$ cat config.mk
export PLATFORM = sky130hd
export DESIGN_NAME = bcd_field_counter
export DESIGN_NICKNAME = d
export VERILOG_FILES = /design/src/rtl/bcd_field_counter_pkg.sv /design/src/rtl/bcd_digit.sv /design/src/rtl/bcd_field_counter.sv
export SDC_FILE = /design/constraint.sdc
export NUM_CORES = 1
export LEC_CHECK = 0
export ABC_AREA = 1
export ABC_CLOCK_PERIOD_IN_PS = 6200
export CAP_MARGIN = 20
export CORE_MARGIN = 2
export CORE_UTILIZATION = 54
export CTS_CLUSTER_SIZE = 20
export DETAILED_ROUTE_END_ITERATION = 8
export PLACE_DENSITY_LB_ADDON = 0.25
export SYNTH_ARGS = -nofsm -noshare
export SYNTH_HDL_FRONTEND = slang
export SYNTH_HIERARCHICAL = 1
export SYNTH_SLANG_ARGS = --single-unit
$ cat constraint.sdc
create_clock -name clk -period 6.2 [get_ports clk]
set_input_delay 0.62 -clock clk [delete_from_list [all_inputs] [get_ports clk]]
set_output_delay 0.62 -clock clk [all_outputs]
set_load 0.05 [all_outputs]
$ cat src/rtl/bcd_field_counter_pkg.sv
// bcd_field_counter_pkg: shared FSM encoding and BCD digit constants
package bcd_field_counter_pkg;
  typedef enum logic {STOPPED = 1'b0, RUNNING = 1'b1} state_e;
  localparam int BCD_W = 4;
  localparam logic [BCD_W-1:0] BCD_ZERO = 4'd0;
  localparam logic [BCD_W-1:0] BCD_NINE = 4'd9;
endpackage

$ cat src/rtl/bcd_digit.sv
// bcd_digit: one BCD digit register with load, enable, up/down and a top value
module bcd_digit
  import bcd_field_counter_pkg::*;
#(
  parameter logic [BCD_W-1:0] TOP = BCD_NINE
) (
  input  logic             clk,
  input  logic             reset,
  input  logic             load_i,
  input  logic [BCD_W-1:0] load_val_i,
  input  logic             en_i,
  input  logic             down_i,
  output logic [BCD_W-1:0] q_o,
  output logic             tc_o,
  output logic             tz_o
);
  logic [BCD_W-1:0] q_q, q_d;
  assign tc_o = q_q == TOP;
  assign tz_o = q_q == BCD_ZERO;
  assign q_o  = q_q;
  // load wins over stepping; stepping wraps at TOP/zero inside the digit
  always_comb
    q_d = load_i ? load_val_i :
          !en_i  ? q_q :
          down_i ? (tz_o ? TOP : q_q - 4'd1) :
                   (tc_o ? BCD_ZERO : q_q + 4'd1);
  // digit register
  always_ff @(posedge clk)
    q_q <= reset ? BCD_ZERO : q_d;
endmodule

$ cat src/rtl/bcd_field_counter.sv
// bcd_field_counter: two-digit BCD up/down field counter with run/stop FSM and validated load
module bcd_field_counter
  import bcd_field_counter_pkg::*;
#(
  parameter int MAX_VALUE    = 59,
  parameter bit RUN_ON_RESET = 1'b0
) (
  input  logic       clk,
  input  logic       reset,
  input  logic       set,
  input  logic [3:0] init_tens,
  input  logic [3:0] init_ones,
  input  logic       start_resume,
  input  logic       stop,
  input  logic       down,
  input  logic       tick,
  output logic [3:0] tens,
  output logic [3:0] ones,
  output logic       cout,
  output logic       bout,
  output logic       running,
  output logic       load_err
);
  localparam logic [BCD_W-1:0] MAX_T    = 4'(MAX_VALUE / 10);
  localparam logic [BCD_W-1:0] MAX_O    = 4'(MAX_VALUE % 10);
  localparam logic [BCD_W-1:0] ONES_TOP = MAX_VALUE < 10 ? MAX_O : BCD_NINE;
  state_e state_q, state_d;
  logic cout_q, cout_d, bout_q, bout_d, lerr_q, lerr_d;
  logic ones_tc, ones_tz, tens_tc, tens_tz;
  logic legal, at_max, at_zero, adv, wrap_up, wrap_dn, ld;
  logic [BCD_W-1:0] ld_t, ld_o;
  assign legal   = init_tens <= BCD_NINE && init_ones <= BCD_NINE &&
                   int'(init_tens) * 10 + int'(init_ones) <= MAX_VALUE;
  assign at_max  = tens_tc && ones == MAX_O;
  assign at_zero = tens_tz && ones_tz;
  assign adv     = state_q == RUNNING && tick && !set && !stop && !start_resume;
  assign wrap_up = adv && !down && at_max;
  assign wrap_dn = adv && down && at_zero;
  assign ld      = set || wrap_up || wrap_dn;
  assign ld_t    = set ? (legal ? init_tens : MAX_T) : wrap_dn ? MAX_T : BCD_ZERO;
  assign ld_o    = set ? (legal ? init_ones : MAX_O) : wrap_dn ? MAX_O : BCD_ZERO;
  bcd_digit #(.TOP(ONES_TOP)) u_ones (
    .clk(clk), .reset(reset), .load_i(ld), .load_val_i(ld_o), .en_i(adv),
    .down_i(down), .q_o(ones), .tc_o(ones_tc), .tz_o(ones_tz)
  );
  bcd_digit #(.TOP(MAX_T)) u_tens (
    .clk(clk), .reset(reset), .load_i(ld), .load_val_i(ld_t),
    .en_i(adv && (down ? ones_tz : ones_tc)),
    .down_i(down), .q_o(tens), .tc_o(tens_tc), .tz_o(tens_tz)
  );
  // run/stop transitions and pulse flags; a set freezes the FSM for that cycle
  always_comb begin
    state_d = set ? state_q : stop ? STOPPED : start_resume ? RUNNING : state_q;
    cout_d  = wrap_up;
    bout_d  = wrap_dn;
    lerr_d  = set && !legal;
  end
  // FSM state and pulse registers
  always_ff @(posedge clk) begin
    state_q <= reset ? (RUN_ON_RESET ? RUNNING : STOPPED) : state_d;
    cout_q  <= !reset && cout_d;
    bout_q  <= !reset && bout_d;
    lerr_q  <= !reset && lerr_d;
  end
  assign running  = state_q == RUNNING;
  assign cout     = cout_q;
  assign bout     = bout_q;
  assign load_err = lerr_q;
endmodule

After elaboration in Yosys (flattened, before gate mapping)
Index checks and enable logic that the tools add are counted.
- logic and storage cells: 68
- register bits: 12
- input bits: 15
- output and inout bits: 12
- reductions and logical operators: 31
- muxes and demuxes: 19
- order comparisons: 3
- eq/ne operators: 2
- add/subtract/negate cells: 5
- multiply operators: 1
- bitwise logic cells: 1
- operator list (kind ; number):
    4-bit two-way mux ; 15
    1-bit logical AND ; 17
    8-bit by 4-bit adder with 9-bit output ; 1
    9-bit by 6-bit <= comparator with 1-bit output, second input constant ; 1
    4-bit by 1-bit adder with 4-bit output, second input constant ; 2
    4-bit <= comparator, second input constant ; 2
    4-bit logical NOT ; 2
    4-bit by 1-bit subtractor with 4-bit output, second input constant ; 2
    4-bit by 3-bit multiplier with 7-bit output, second input constant ; 1
    1-bit logical NOT ; 6
    2-bit nonzero test ; 3
    4-bit by 3-bit == test with 1-bit output, second input constant ; 1
    4-bit == test, second input constant ; 1
    1-bit two-way mux ; 3
    3-bit two-way mux ; 1
    1-bit logical OR ; 2
    2-bit AND reduction ; 1
    1-bit NOT ; 1

Longest topological paths before layout
Gate-level depths: netlist of the first run.
- word-level depth: 9
- mapped depth: 16
- depth with buffers taken out: 16

Hierarchy
Netlist of the first run, hierarchy kept.
- by module, submodules not included (module ; instances ; area an instance (um^2) ; cells an instance):
    bcd_field_counter ; 1 ; 580.6 ; 91
    bcd_digit at u_ones ; 1 ; 346.6 ; 60
    bcd_digit at u_tens ; 1 ; 316.6 ; 58

Worst setup path after synthesis of the first run
No wires, ideal clock.
- path kind: input port to flip-flop
- start: input port init_tens[1]
- end: register u_ones.q_q[3] (netlist: u_ones/q_o[3])
- stages on the path: 12
- data required time: 6.080 ns
- buffers on the path: 0
- slack: 3.680 ns
- setup time: 0.120 ns
- arrival: 2.399 ns
- cells stage by stage: ha_1 -> ha_1 -> inv_1 -> fa_1 -> nor4_1 -> nand3_1 -> nand2_2 -> nand3_1 -> nand2_1 -> inv_1 -> a22oi_1 -> a21oi_2
- longest elaborated chain between the ends: 7
- elaborated cells between the ends (all ways): 9
- ends and longest elaborated chain (what ; RTL line ; source):
    from (decl) ; bcd_field_counter.sv:11 ; input logic [3:0] init_tens,
    4-bit by 3-bit multiplier with 7-bit output ; bcd_field_counter.sv:33 ; int'(init_tens) * 10 + int'(init_ones) <= MAX_VALUE;
    8-bit by 4-bit adder with 9-bit output ; bcd_field_counter.sv:33 ;
    9-bit by 6-bit <= comparator with 1-bit output (implied by the code) ; bcd_field_counter.sv:33 ;
    1-bit logical AND (*) ; bcd_field_counter.sv:32 ; assign legal = init_tens <= BCD_NINE && init_ones <= BCD_NINE &&
    4-bit two-way mux (*) (2 in series) ; bcd_field_counter.sv:41 ; assign ld_o = set ? (legal ? init_ones : MAX_O) : wrap_dn ? MAX_O : BCD_ZERO;
    net ld_o[3] ; bcd_field_counter.sv:31 ; logic [BCD_W-1:0] ld_t, ld_o;
    4-bit two-way mux (*) ; bcd_digit.sv:23 ; q_d = load_i ? load_val_i :
    to (signal assigned) ; bcd_digit.sv:29 ; q_q <= reset ? BCD_ZERO : q_d;
    to (decl) ; bcd_digit.sv:17 ; logic [BCD_W-1:0] q_q, q_d;
The timed path passes the listed nets; every way through them passes the cells marked *.
A chain may end at the register's enable or synchronous reset.

Worst setup path after layout of the first run
Same ends and word-level chain as after synthesis.

==> flow_summary_export.csv, run 1 <==
group,metric,value,unit
timing,maxSlewHeadroom,65.5,%
layout,final_common_cell,"nand2_1",
worst_hold_path,holdPathStages,2,
synthesis,synth_nets,233,
placement,dp_hpwl,2.21,mm
timing,worst_pin_slew,0.517,ns
critical_path,critical_path_class,"input pin to register",
cts,cts.hold.buffers_added,0,
detailed_routing,m1WireLength,1.40,mm
synthesis,synth_seq_cells,12,
timing,fin_worst_skew,0.00834,ns
synthesis,synth.distinct_cells,28,
die,die_area,2700,µm²
detailed_routing,met2_length,1.31,mm
detailed_routing,wl,2.85,mm
synthesis,yosysTopAreaCellShare,19.3,%
critical_path,crit_required,6.35,ns
detailed_routing,vias_per_cell,5.09,
die,start_util,56.8,%
cts,clk_latency,0.27,ns
die,io_pins,27,
placement,gp_congestion,0.832,
die,dieWidth,52.0,µm
timing,fin_crit_sh,48.1,%
detailed_routing,ant_nets,0,
timing,report.final.setup_viol,0,
global_routing,grt_overflow,0,
detailed_routing,drc,0,
global_routing,grt_pass1_wl,5.06,mm
synthesis,synth_flop_cell,"dfxtp_1",
global_routing,track_usage,24.3,%
cts,cts_root_buf,"clkbuf_4",
critical_path,cp_slowest_cell,"clkdlybuf4s50_1",
critical_path,path_max_fanout,5,
cts,numCtsBuffers,3,
global_routing,grt_pass1_vias,1210,
detailed_routing,wl_per_cell,10.7,µm
timing,maxSlewViolCount,0,
timing,tns,0,ns
status,status,"finished, final reports clean",
timing,hold_violations,0,
cts,postCtsSetupBuffers,0,
cts,cts_resized,0,
worst_hold_path,hp-class,"register to register",
detailed_routing,top_layer,"met4",
detailed_routing,first_iter_violations,31,
timing,rsz0062_at_grt,"false",
cts,numClockSinks,12,
critical_path,cpPeakStageDelay,0.62,ns
synthesis,yosysTopAreaCell,"dfxtp_1",
cts,clockBufferDepth,2,
synthesis,synth-async-reset-ratio,0,%
synthesis,synth_edf_count,0,
cts,htreeDepth,1,
placement,port_buffers,26,
synthesis,avgSynthCellArea,5.95,µm²
layout,drive_gt1_share,10.5,%
die,die_y,52.0,µm
layout,syn_to_final_growth,24.6,%
power,peakVddDrop,0.000147,V
detailed_routing,dr.pass1.iters,4,
power,powerDensity,145,nW/µm²
synthesis,ys.warnings.count,6,
critical_path,cp-start-kind,"input pin",
die,core,2190,µm²
layout,diodes,0,
cts,cts_tree,"yes",
cts,cts.clk_slew.worst_paths,0.08,ns
layout,n_fill_cell,216,
detailed_routing,wl_met3,131,µm
detailed_routing,via_count,1348,
layout,layout_common_cells,"nand2_1 (63), inv_1 (32), clkdlybuf4s50_1 (26)",
critical_path,path_cells,"clkdlybuf4s50_1 -> ha_1 -> ha_1 -> inv_1 -> fa_1 -> nor4_1 -> nand3_1 -> nand2_2 -> nand3_1 -> nand2_1 -> inv_1 -> a22oi_1 -> a21oi_2",
critical_path,cp.arrival,3.14,ns
global_routing,grt_max_degree,14,
layout,fin_util,70.8,%
timing,max_freq,335,MHz
layout,fin_nets,263,
critical_path,endpoint_kind,"register",
timing,hold_ws,0.561,ns
synthesis,syn_inst,209,
power,power.leakage,0.758,nW
job,maxCapViolations,0,
die,fp-row-count,17,
timing,period_minus_slack,2.99,ns
critical_path,rr_worst_depth,13,
synthesis,seq_area_frac_synth,19.3,%
synthesis,synthTopCellsByArea,"dfxtp_1 (19%), nand2_1 (19%), inv_1 (9.7%), nand3_1 (7.6%), ha_1 (7.0%)",
synthesis,syn-cell-area,1240,µm²
global_routing,antenna_found_initial,0,
## cell families after synthesis
kind of cell / Yosys count / share of synthesized area [%]
compound gates: 25 / 12.6
buf+inv: 37 / 11.8
fa+ha+maj: 9 / 10.3
simple gates: 125 / 45.4
xor+xnor: 1 / 0.704
flops: 12 / 19.3
## Yosys cell counts, types with 2 or more instances
cell	instances
a21oi_1	10
a21oi_2	2
a22oi_1	5
dfxtp_1	12
fa_1	2
ha_1	7
inv_1	32
inv_2	4
nand2_1	63
nand2_2	6
nand3_1	19
nand4_1	2
nor2_1	22
nor2_2	5
nor2_4	2
nor3_1	2
o21ai_0	3
## path summary, 6_finish.rpt
path / end / startpoint / slack (ns)
setup / recovery: u_ones/q_o[3] / init_tens[1] / 3.21
hold / removal: running / running / 0.56
setup reg to reg: u_tens/q_o[0] / u_ones/q_o[0] / 3.86
hold reg to reg: running / running / 0.56
## cell type report
| cell class | count | area, µm² | area share, % |
|---|---|---|---|
| multi-input combinational | 160 | 857 | 55.3 |
| clock buffer | 3 | 22.5 | 1.45 |
| tap | 28 | 35.0 | 2.26 |
| timing repair buffer | 26 | 260 | 16.8 |
| inverter | 36 | 135 | 8.72 |
| sequential | 12 | 240 | 15.5 |
## layer usage
layer  track usage (%)  vias up
met2              39.5       36
li1                  -      722
met4              3.51        0
met1              33.5      588
met5                 0        -
met3              5.17        2
## metrics by stage
step / setup slack, ns / power [mW] / cells / cell area [µm²]
after floorplan: 3.68 / 0.148 / 209 / 1240
after global placement: 3.02 / 0.176 / 262 / 1530
after detailed placement: 2.94 / 0.177 / 262 / 1530
after CTS: 3.24 / 0.225 / 265 / 1550
after global routing: 3.00 / 0.242 / 265 / 1550
final: 3.21 / 0.224 / 265 / 1550
## registers in the layout, summed over array words and instances (netlist names)
signal      flops
load_err        1
bout            1
cout            1
running         1
u_tens/q_o      4
u_ones/q_o      4
## report_power, final
group | leakage, nW | switching [mW] | total, mW | internal (mW)
logic | 0.646 | 0.0552 | 0.0913 | 0.0361
registers | 0.0980 | 0.00533 | 0.0855 | 0.0802
clock network | 0.0138 | 0.0248 | 0.0472 | 0.0225
## worst max-delay path: cells and delay by family
kind	cells	cell delay [ns]
adder cells (fa/ha/maj)	3	0.92
buffers and inverters	3	0.73
AND/OR/NAND/NOR	5	0.57
AO/OA/AOI/OAI	2	0.30
(Power assumes the default switching activity.)
==> run 2, diff against run 1 <==
--- a/config.mk
+++ b/config.mk
@@ -6,10 +6,10 @@
 export NUM_CORES = 1
 export LEC_CHECK = 0
 export ABC_AREA = 1
-export ABC_CLOCK_PERIOD_IN_PS = 6200
+export ABC_CLOCK_PERIOD_IN_PS = 3000
 export CAP_MARGIN = 20
 export CORE_MARGIN = 2
-export CORE_UTILIZATION = 54
+export CORE_UTILIZATION = 51
 export CTS_CLUSTER_SIZE = 20
 export DETAILED_ROUTE_END_ITERATION = 8
 export PLACE_DENSITY_LB_ADDON = 0.25
==> constraint.sdc (replaced) <==
create_clock -name clk -period 3 [get_ports clk]
set_input_delay 0.3 -clock clk [delete_from_list [all_inputs] [get_ports clk]]
set_output_delay 0.3 -clock clk [all_outputs]
set_load 0.05 [all_outputs]
==> run 2 against run 1 <==
- core utilization down 0.060 points
- cell count up 1.9%
- sequential cell count unchanged
- critical path type unchanged
==> flow_summary_export.csv, run 2 (same netlist as run 1, synthesis figures left out) <==
group,metric,value,unit
critical_path,critical_path.top_delay_family,"adder cells",
cts,numClockSinks,12,
detailed_routing,wl_per_cell,10.7,µm
cts,cts.hold.buffers_added,0,
placement,port_buffers,26,
cts,cts_tree,"yes",
cts,cts_resized,0,
timing,tns,0,ns
critical_path,cp.arrival,2.78,ns
timing,max_freq,391,MHz
timing,hold_violations,0,
die,die_area,2850,µm²
placement,gp_congestion,0.862,
layout,final_common_cell,"nand2_1",
detailed_routing,drc,0,
detailed_routing,first_iter_violations,53,
layout,final_area,1590,µm²
critical_path,cp_num_cells,14,
die,fp-row-count,17,
cts,numCtsBuffers,3,
cts,cts.clk_slew.worst_paths,0.08,ns
detailed_routing,dr.pass1.iters,4,
global_routing,grt_overflow,0,
critical_path,rr_worst_depth,13,
die,core,2250,µm²
layout,layout_common_cells,"nand2_1 (63), inv_1 (32), clkdlybuf4s50_1 (26)",
layout,diodes,0,
critical_path,critical_path_class,"input pin to register",
critical_path,crit_required,3.22,ns
global_routing,grt_pass1_vias,1165,
detailed_routing,via_count,1378,
timing,maxSlewViolCount,0,
global_routing,antenna_found_initial,0,
cts,cts_root_buf,"clkbuf_4",
job,maxCapViolations,0,
die,die_y,53.4,µm
power,powerDensity,312,nW/µm²
critical_path,cpPeakStageDelay,0.54,ns
status,status,"finished, final reports clean",
worst_hold_path,holdPathStages,2,
critical_path,timing.critical_path.buf_inv,4,
global_routing,grt_max_degree,14,
die,io_pins,27,
layout,syn_to_final_growth,28.2,%
power,power.leakage,0.785,nW
timing,fin_crit_sh,85.3,%
detailed_routing,ant_nets,0,
timing,maxSlewHeadroom,66.6,%
cts,postCtsSetupBuffers,0,
die,start_util,55.2,%
critical_path,path_max_fanout,5,
detailed_routing,vias_per_cell,5.10,
critical_path,cp_slowest_cell,"clkdlybuf4s50_1",
layout,drive_gt1_share,12.4,%
power,peakVddDrop,0.000274,V
timing,report.final.setup_viol,0,
critical_path,path_cells,"clkdlybuf4s50_1 -> ha_1 -> ha_1 -> inv_1 -> fa_1 -> nor4_1 -> nand3_1 -> nand2_2 -> nand2_2 -> nor2_1 -> inv_1 -> a21oi_1 -> nand3_1 -> inv_1",
global_routing,track_usage,23.1,%
timing,rsz0062_at_grt,"false",
placement,post_dp_cell_area,1560,µm²
placement,dp_hpwl,2.28,mm
die,dieWidth,53.4,µm
cts,clk_latency,0.27,ns
timing,fin_worst_skew,0.000930,ns
cts,htreeDepth,1,
cts,clockBufferDepth,2,
layout,fin_nets,267,
critical_path,cp-start-kind,"input pin",
timing,worst_pin_slew,0.500,ns
worst_hold_path,hp-class,"register to register",
global_routing,grt_pass1_wl,4.84,mm
critical_path,endpoint_kind,"register",
detailed_routing,wl,2.88,mm
timing,period_minus_slack,2.56,ns
critical_path,crit_top_cell,"inv_1",
-- run 2: cell types whose count changed in the layout (fill, tap and decap cells not counted), sizes merged --
| cell | previous run | this run |
|---|---|---|
| buf | 0 | 4 |
| clkbuf | 3 | 4 |
-- run 2: routing by layer --
metal  track usage, %  vias up  wire [µm]
li1                 -      729          -
met1             29.7      613       1350
met2             41.4       36       1380
met3             5.08        0        152
met4                0        0          0
met5                0        -          0
-- run 2: final timing paths --
path | startpoint | end | slack (ns)
max | init_tens[3] | u_ones/q_o[1] | 0.44
min | running | running | 0.54
max reg2reg | u_ones/q_o[0] | u_ones/q_o[3] | 0.84
min reg2reg | running | running | 0.54
-- run 2: layout make-up --
type                       instances  area, µm²
multi-input combinational        160        857
fill                             202        661
timing repair buffer              30        290
sequential                        12        240
inverter                          36        135
clock buffer                       4       36.3
tap                               28       35.0
-- run 2: power breakdown --
group | switching [mW] | internal, mW
Sequential | 0.00843 | 0.166
Combinational | 0.117 | 0.0785
Clock | 0.0549 | 0.0738
Total | 0.180 | 0.318
-- run 2: through the flow --
step | setup slack, ns | cells | util, % | hold WS, ns | total power [mW]
floorplan | 0.769 | 209 | - | 0.362 | 0.307
global placement | 0.214 | 266 | 69.1 | 0.530 | 0.368
detailed placement | 0.160 | 266 | 69.1 | 0.536 | 0.372
CTS | 0.449 | 270 | 70.7 | 0.550 | 0.500
global route | 0.226 | 270 | 70.7 | 0.589 | 0.534
finish | 0.442 | 270 | 70.7 | 0.544 | 0.498
-- run 2: worst register-to-register path, cell delays in order (launching register included) --
cell	delay [ns]
dfxtp_1	0.30
buf_4	0.17
nor2_4	0.15
nand3_1	0.10
inv_1	0.06
nand2_1	0.04
inv_1	0.07
nand2_1	0.10
nor2_4	0.18
nor2_2	0.06
nand2_1	0.32
nor2_1	0.19
a22oi_1	0.21
a21oi_2	0.08
==> patch 1 (settings of run 2) <==
Set the parameter `RUN_ON_RESET` to 1'b1 (it was 1'b0).
--- a/src/rtl/bcd_field_counter.sv
+++ b/src/rtl/bcd_field_counter.sv
@@ -3,7 +3,7 @@
   import bcd_field_counter_pkg::*;
 #(
   parameter int MAX_VALUE    = 59,
-  parameter bit RUN_ON_RESET = 1'b0
+  parameter bit RUN_ON_RESET = 1'b1
 ) (
   input  logic       clk,
   input  logic       reset,
Function: changed (Yosys sat finds a counterexample within 4 cycles, from zero or initial values and one cycle with reset high).
==> patch 1 against run 2 <==
- sequential cell count unchanged
- design area up 0.55%
- setup slack worse by 74 ps
- critical endpoint is now u_ones/q_o[3]
- area after synthesis up 3.4%
- first-iteration DRC count down 25%
- die area up 3.2%
- total power down 3.7%
- wire length down 1.2%
- non-clock buffer count down 3
- critical path type unchanged
==> patch 1: results (changes against run 2) <==
[status]
outcome = finished clean

[pwr]
p_leak_nw = 0.803  ; +2.3%
ir_worst_vdd_mv = 0.233  ; -15%

[yosys]
synth_nets = 240  ; +3.0%
syn_inst = 216  ; +3.3%
synth_compound_area_frac = 0.114  ; -0.0119
synth.yosys.seq_area_share = 0.187  ; -0.00639
synth_xor_xnor_area_share = 0.00681  ; -0.000233
synthTopCellsByArea = nand2_1 20%, dfxtp_1 19%, inv_1 11%
netlist_top_cells_count = 67 x nand2_1, 37 x inv_1, 20 x nand3_1, 19 x nor2_1, 12 x dfxtp_1
synthAdderAreaFrac = 0.0992  ; -0.00339
synth_cell_types = 27  ; -3.6%
synth.most_common_cell = nand2_1

[detailed_routing]
num_vias = 1388  ; +0.73%
wire_per_inst_um = 10.4  ; -3.0%
drtIter0Drc = 40  ; -25%

[grt]
grt_pass1_vias = 1147  ; -1.5%
grt_usage = 0.226  ; -0.00475
grt_pass1_wl_mm = 4.89  ; +1.0%

[placed_design]
pre_cts_ws_ps = 117  ; -43.7 ps
dp_hpwl_mm = 2.25  ; -1.3%
placed_area_um2 = 1580  ; +1.4%
gp_congestion = 0.918  ; +6.5%

[critical_path]
reg2reg_slack_ps = 800  ; -40 ps
r2r_end = u_tens/q_o[3]
cp.arrival_ps = 2770  ; about the same
worstSetupEndpoint = u_ones/q_o[3]
path_delay_family = adder cells

[timing]
skew_ps = 4.78  ; +3.85 ps
hold_slack_ps = 567  ; +23.2 ps
setup_ws_ps = 367  ; -74.5 ps
slew_headroom = 0.668  ; +0.00198

[layout]
multi_input_area_um2 = 881  ; +2.8%
final_layout_size_suffix_gt1_frac = 0.110  ; -0.0138
final_nets = 271  ; +1.5%

[cts]
cts_resized = 0  ; unchanged

==> patch 1: worst min path at each step <==
stage | start | endpoint | depth (start not counted)
6_report | running | running | 2
5_1_grt | running | running | 2
4_1_cts | running | running | 2
3_5_place_dp | running | running | 2
3_3_place_gp | running | running | 2
2_1_floorplan | reset | u_ones/q_o[3] | 1
==> patch 1: per-layer routing <==
layer,vias up,global-route usage,routed length [um]
met2,37,0.351,1210
li1,743,-,-
met5,-,0,0
met4,0,0.0375,10
met1,606,0.319,1470
met3,2,0.0574,150
==> patch 1: report_power, final <==
part	internal, W	switching, W
sequential	0.000167	0.0000126
combinational	0.0000809	0.000124
clock	0.0000464	0.0000492
total	0.000294	0.000186
==> patch 1: final cells by class <==
| cell class | count | area share |
|---|---|---|
| Clock buffer | 3 | 0.0141 |
| Inverter | 41 | 0.0960 |
| Multi-Input combinational cell | 162 | 0.550 |
| Sequential cell | 12 | 0.150 |
| Tap cell | 30 | 0.0234 |
| Timing Repair Buffer | 27 | 0.167 |
==> patch 2 (config.mk and constraints of run 2) <==
Made on the original files. Remove the register `bout_q`: a continuous assignment takes its place, so the output `bout` follows one clock earlier.
--- a/src/rtl/bcd_field_counter.sv
+++ b/src/rtl/bcd_field_counter.sv
@@ -59,9 +59,10 @@
   always_ff @(posedge clk) begin
     state_q <= reset ? (RUN_ON_RESET ? RUNNING : STOPPED) : state_d;
     cout_q  <= !reset && cout_d;
-    bout_q  <= !reset && bout_d;
     lerr_q  <= !reset && lerr_d;
   end
+
+  assign bout_q = !reset && bout_d;
   assign running  = state_q == RUNNING;
   assign cout     = cout_q;
   assign bout     = bout_q;
Function: changed (Yosys sat finds a counterexample within 4 cycles, from zero or initial values and one cycle with reset high).
==> patch 2 against run 2 <==
- sequential cell count is 1 lower
- setup slack worse by 70 ps
- total power is 7.7% lower
- area after synthesis is 1.6% lower
- design area is 1.9% lower
- wire length hardly changed
- sequential power is 6% lower
- first-iteration DRC count is 34% lower
- critical path type is now reg -> out
- largest cell class unchanged
- largest power group unchanged
==> patch 2: results (changes against run 2) <==
[pwr]
intPower_w = 0.000282  ; -11%
swShare = 0.386  ; +0.0245
ir_worst_vdd_mv = 0.276  ; +0.79%
p_leak_nw = 0.770  ; -1.9%

[detailed_routing]
drc = 0  ; unchanged
wire_per_inst_um = 10.7  ; +0.30%
num_vias = 1391  ; +0.94%
drtIter0Drc = 35  ; -34%

[cts]
cts_resized = 0  ; unchanged
cts.path.max_buffers = 2  ; unchanged
numCtsBuffers = 3  ; unchanged
clk-insertion-delay-late_ps = 270  ; about the same
htree_levels = 1  ; unchanged
path_clk_slew_ps = 70

[yosys]
netlist_top_cells_count = 63 x nand2_1, 32 x inv_1, 22 x nor2_1, 19 x nand3_1, 11 x dfxtp_1
synthAdderAreaFrac = 0.104  ; +0.00168
synth_xor_xnor_area_share = 0.00716  ; +0.000115
synth_nets = 232  ; -0.43%
synth_compound_area_frac = 0.128  ; +0.00206
synthTopCellsByArea = nand2_1 19%, dfxtp_1 18%, inv_1 9.8%
async_reset_ff_frac = 0  ; unchanged
synth_cell_types = 28  ; unchanged
synth.yosys.seq_area_share = 0.180  ; -0.0132
synth_mux_area_frac = 0  ; unchanged

[grt]
grt_pass1_vias = 1190  ; +2.1%
use_met1 = 0.316  ; +0.0184
gr-usage-met2 = 0.385  ; -0.0282
gr-usage-met3 = 0.0565  ; +0.00565
grt_max_degree = 14  ; unchanged
grt_usage = 0.236  ; +0.00501
antenna_found_initial = 0  ; unchanged
grt_pass1_wl_mm = 4.97  ; +2.7%

[hold_path]
hp-class = reg -> reg

[placed_design]
dp_hpwl_mm = 2.29  ; +0.57%
gp_congestion = 0.948  ; +10%
io_buffers = 26  ; unchanged

[critical_path]
path_max_fanout = 11  ; +6
cp.arrival_ps = 2330  ; -450 ps

[layout]
nFillCells = 201  ; -0.50%
final_layout_size_suffix_gt1_frac = 0.120  ; -0.00363
final_nets = 266  ; -0.37%

[timing]
skew_ps = 5.68  ; +4.75 ps
worst_pin_slew_ps = 507  ; +7.54 ps

[status]
outcome = finished clean

patch 2: cell types whose count changed after synthesis, sizes merged:
| cell | before | now |
|---|---|---|
| dfxtp | 12 | 11 |
patch 2: per-stage QoR:
step	power [W]	setup WS [ps]	instances	cell area, um^2
final	0.000460	371	269	1560
after global routing	0.000495	80.2	269	1560
after CTS	0.000461	343	269	1560
after detailed placement	0.000357	133	265	1540
after global placement	0.000355	236	265	1540
after floorplan	0.000293	446	208	1220
patch 2: final timing paths:
check | startpoint | cells past startpoint | slack (ps) | end
worst max-delay path | u_ones/q_o[0] | 8 | 370 | bout
worst min-delay path | running | 2 | 560 | running
worst max register to register | u_ones/q_o[0] | 13 | 760 | u_tens/q_o[0]
worst min register to register | running | 2 | 560 | running
patch 2: critical path, stage by stage, from the launching register on:
cell	delay, ps
dfxtp_1	430
nor2_4	190
nand3_1	100
inv_1	60
nand2_1	50
inv_1	70
nand2_1	110
nor3_1	200
clkdlybuf4s50_1	830
patch 2: layer usage:
metal	part of all wire	routed length [um]
met1	0.49	1420
met2	0.45	1300
met3	0.041	118
met4	0.014	40
met5	0	0
patch 2: power groups by stage:
| stage | sequential, W | clock, W | combinational (W) |
|---|---|---|---|
| 5_1_grt | 0.000165 | 0.000115 | 0.000216 |
| 2_1_floorplan | 0.000185 | 0 | 0.000108 |
| 3_3_place_gp | 0.000167 | 0 | 0.000188 |
| 6_report | 0.000163 | 0.000103 | 0.000194 |
| 4_1_cts | 0.000163 | 0.000105 | 0.000193 |
| 3_5_place_dp | 0.000167 | 0 | 0.000191 |
patch 2: final cells by class:
type                            instances  share of cell area
Clock buffer                            4              0.0168
Inverter                               36              0.0864
Multi-Input combinational cell        160               0.548
Sequential cell                        11               0.141
Tap cell                               28              0.0224
Timing Repair Buffer                   30               0.186
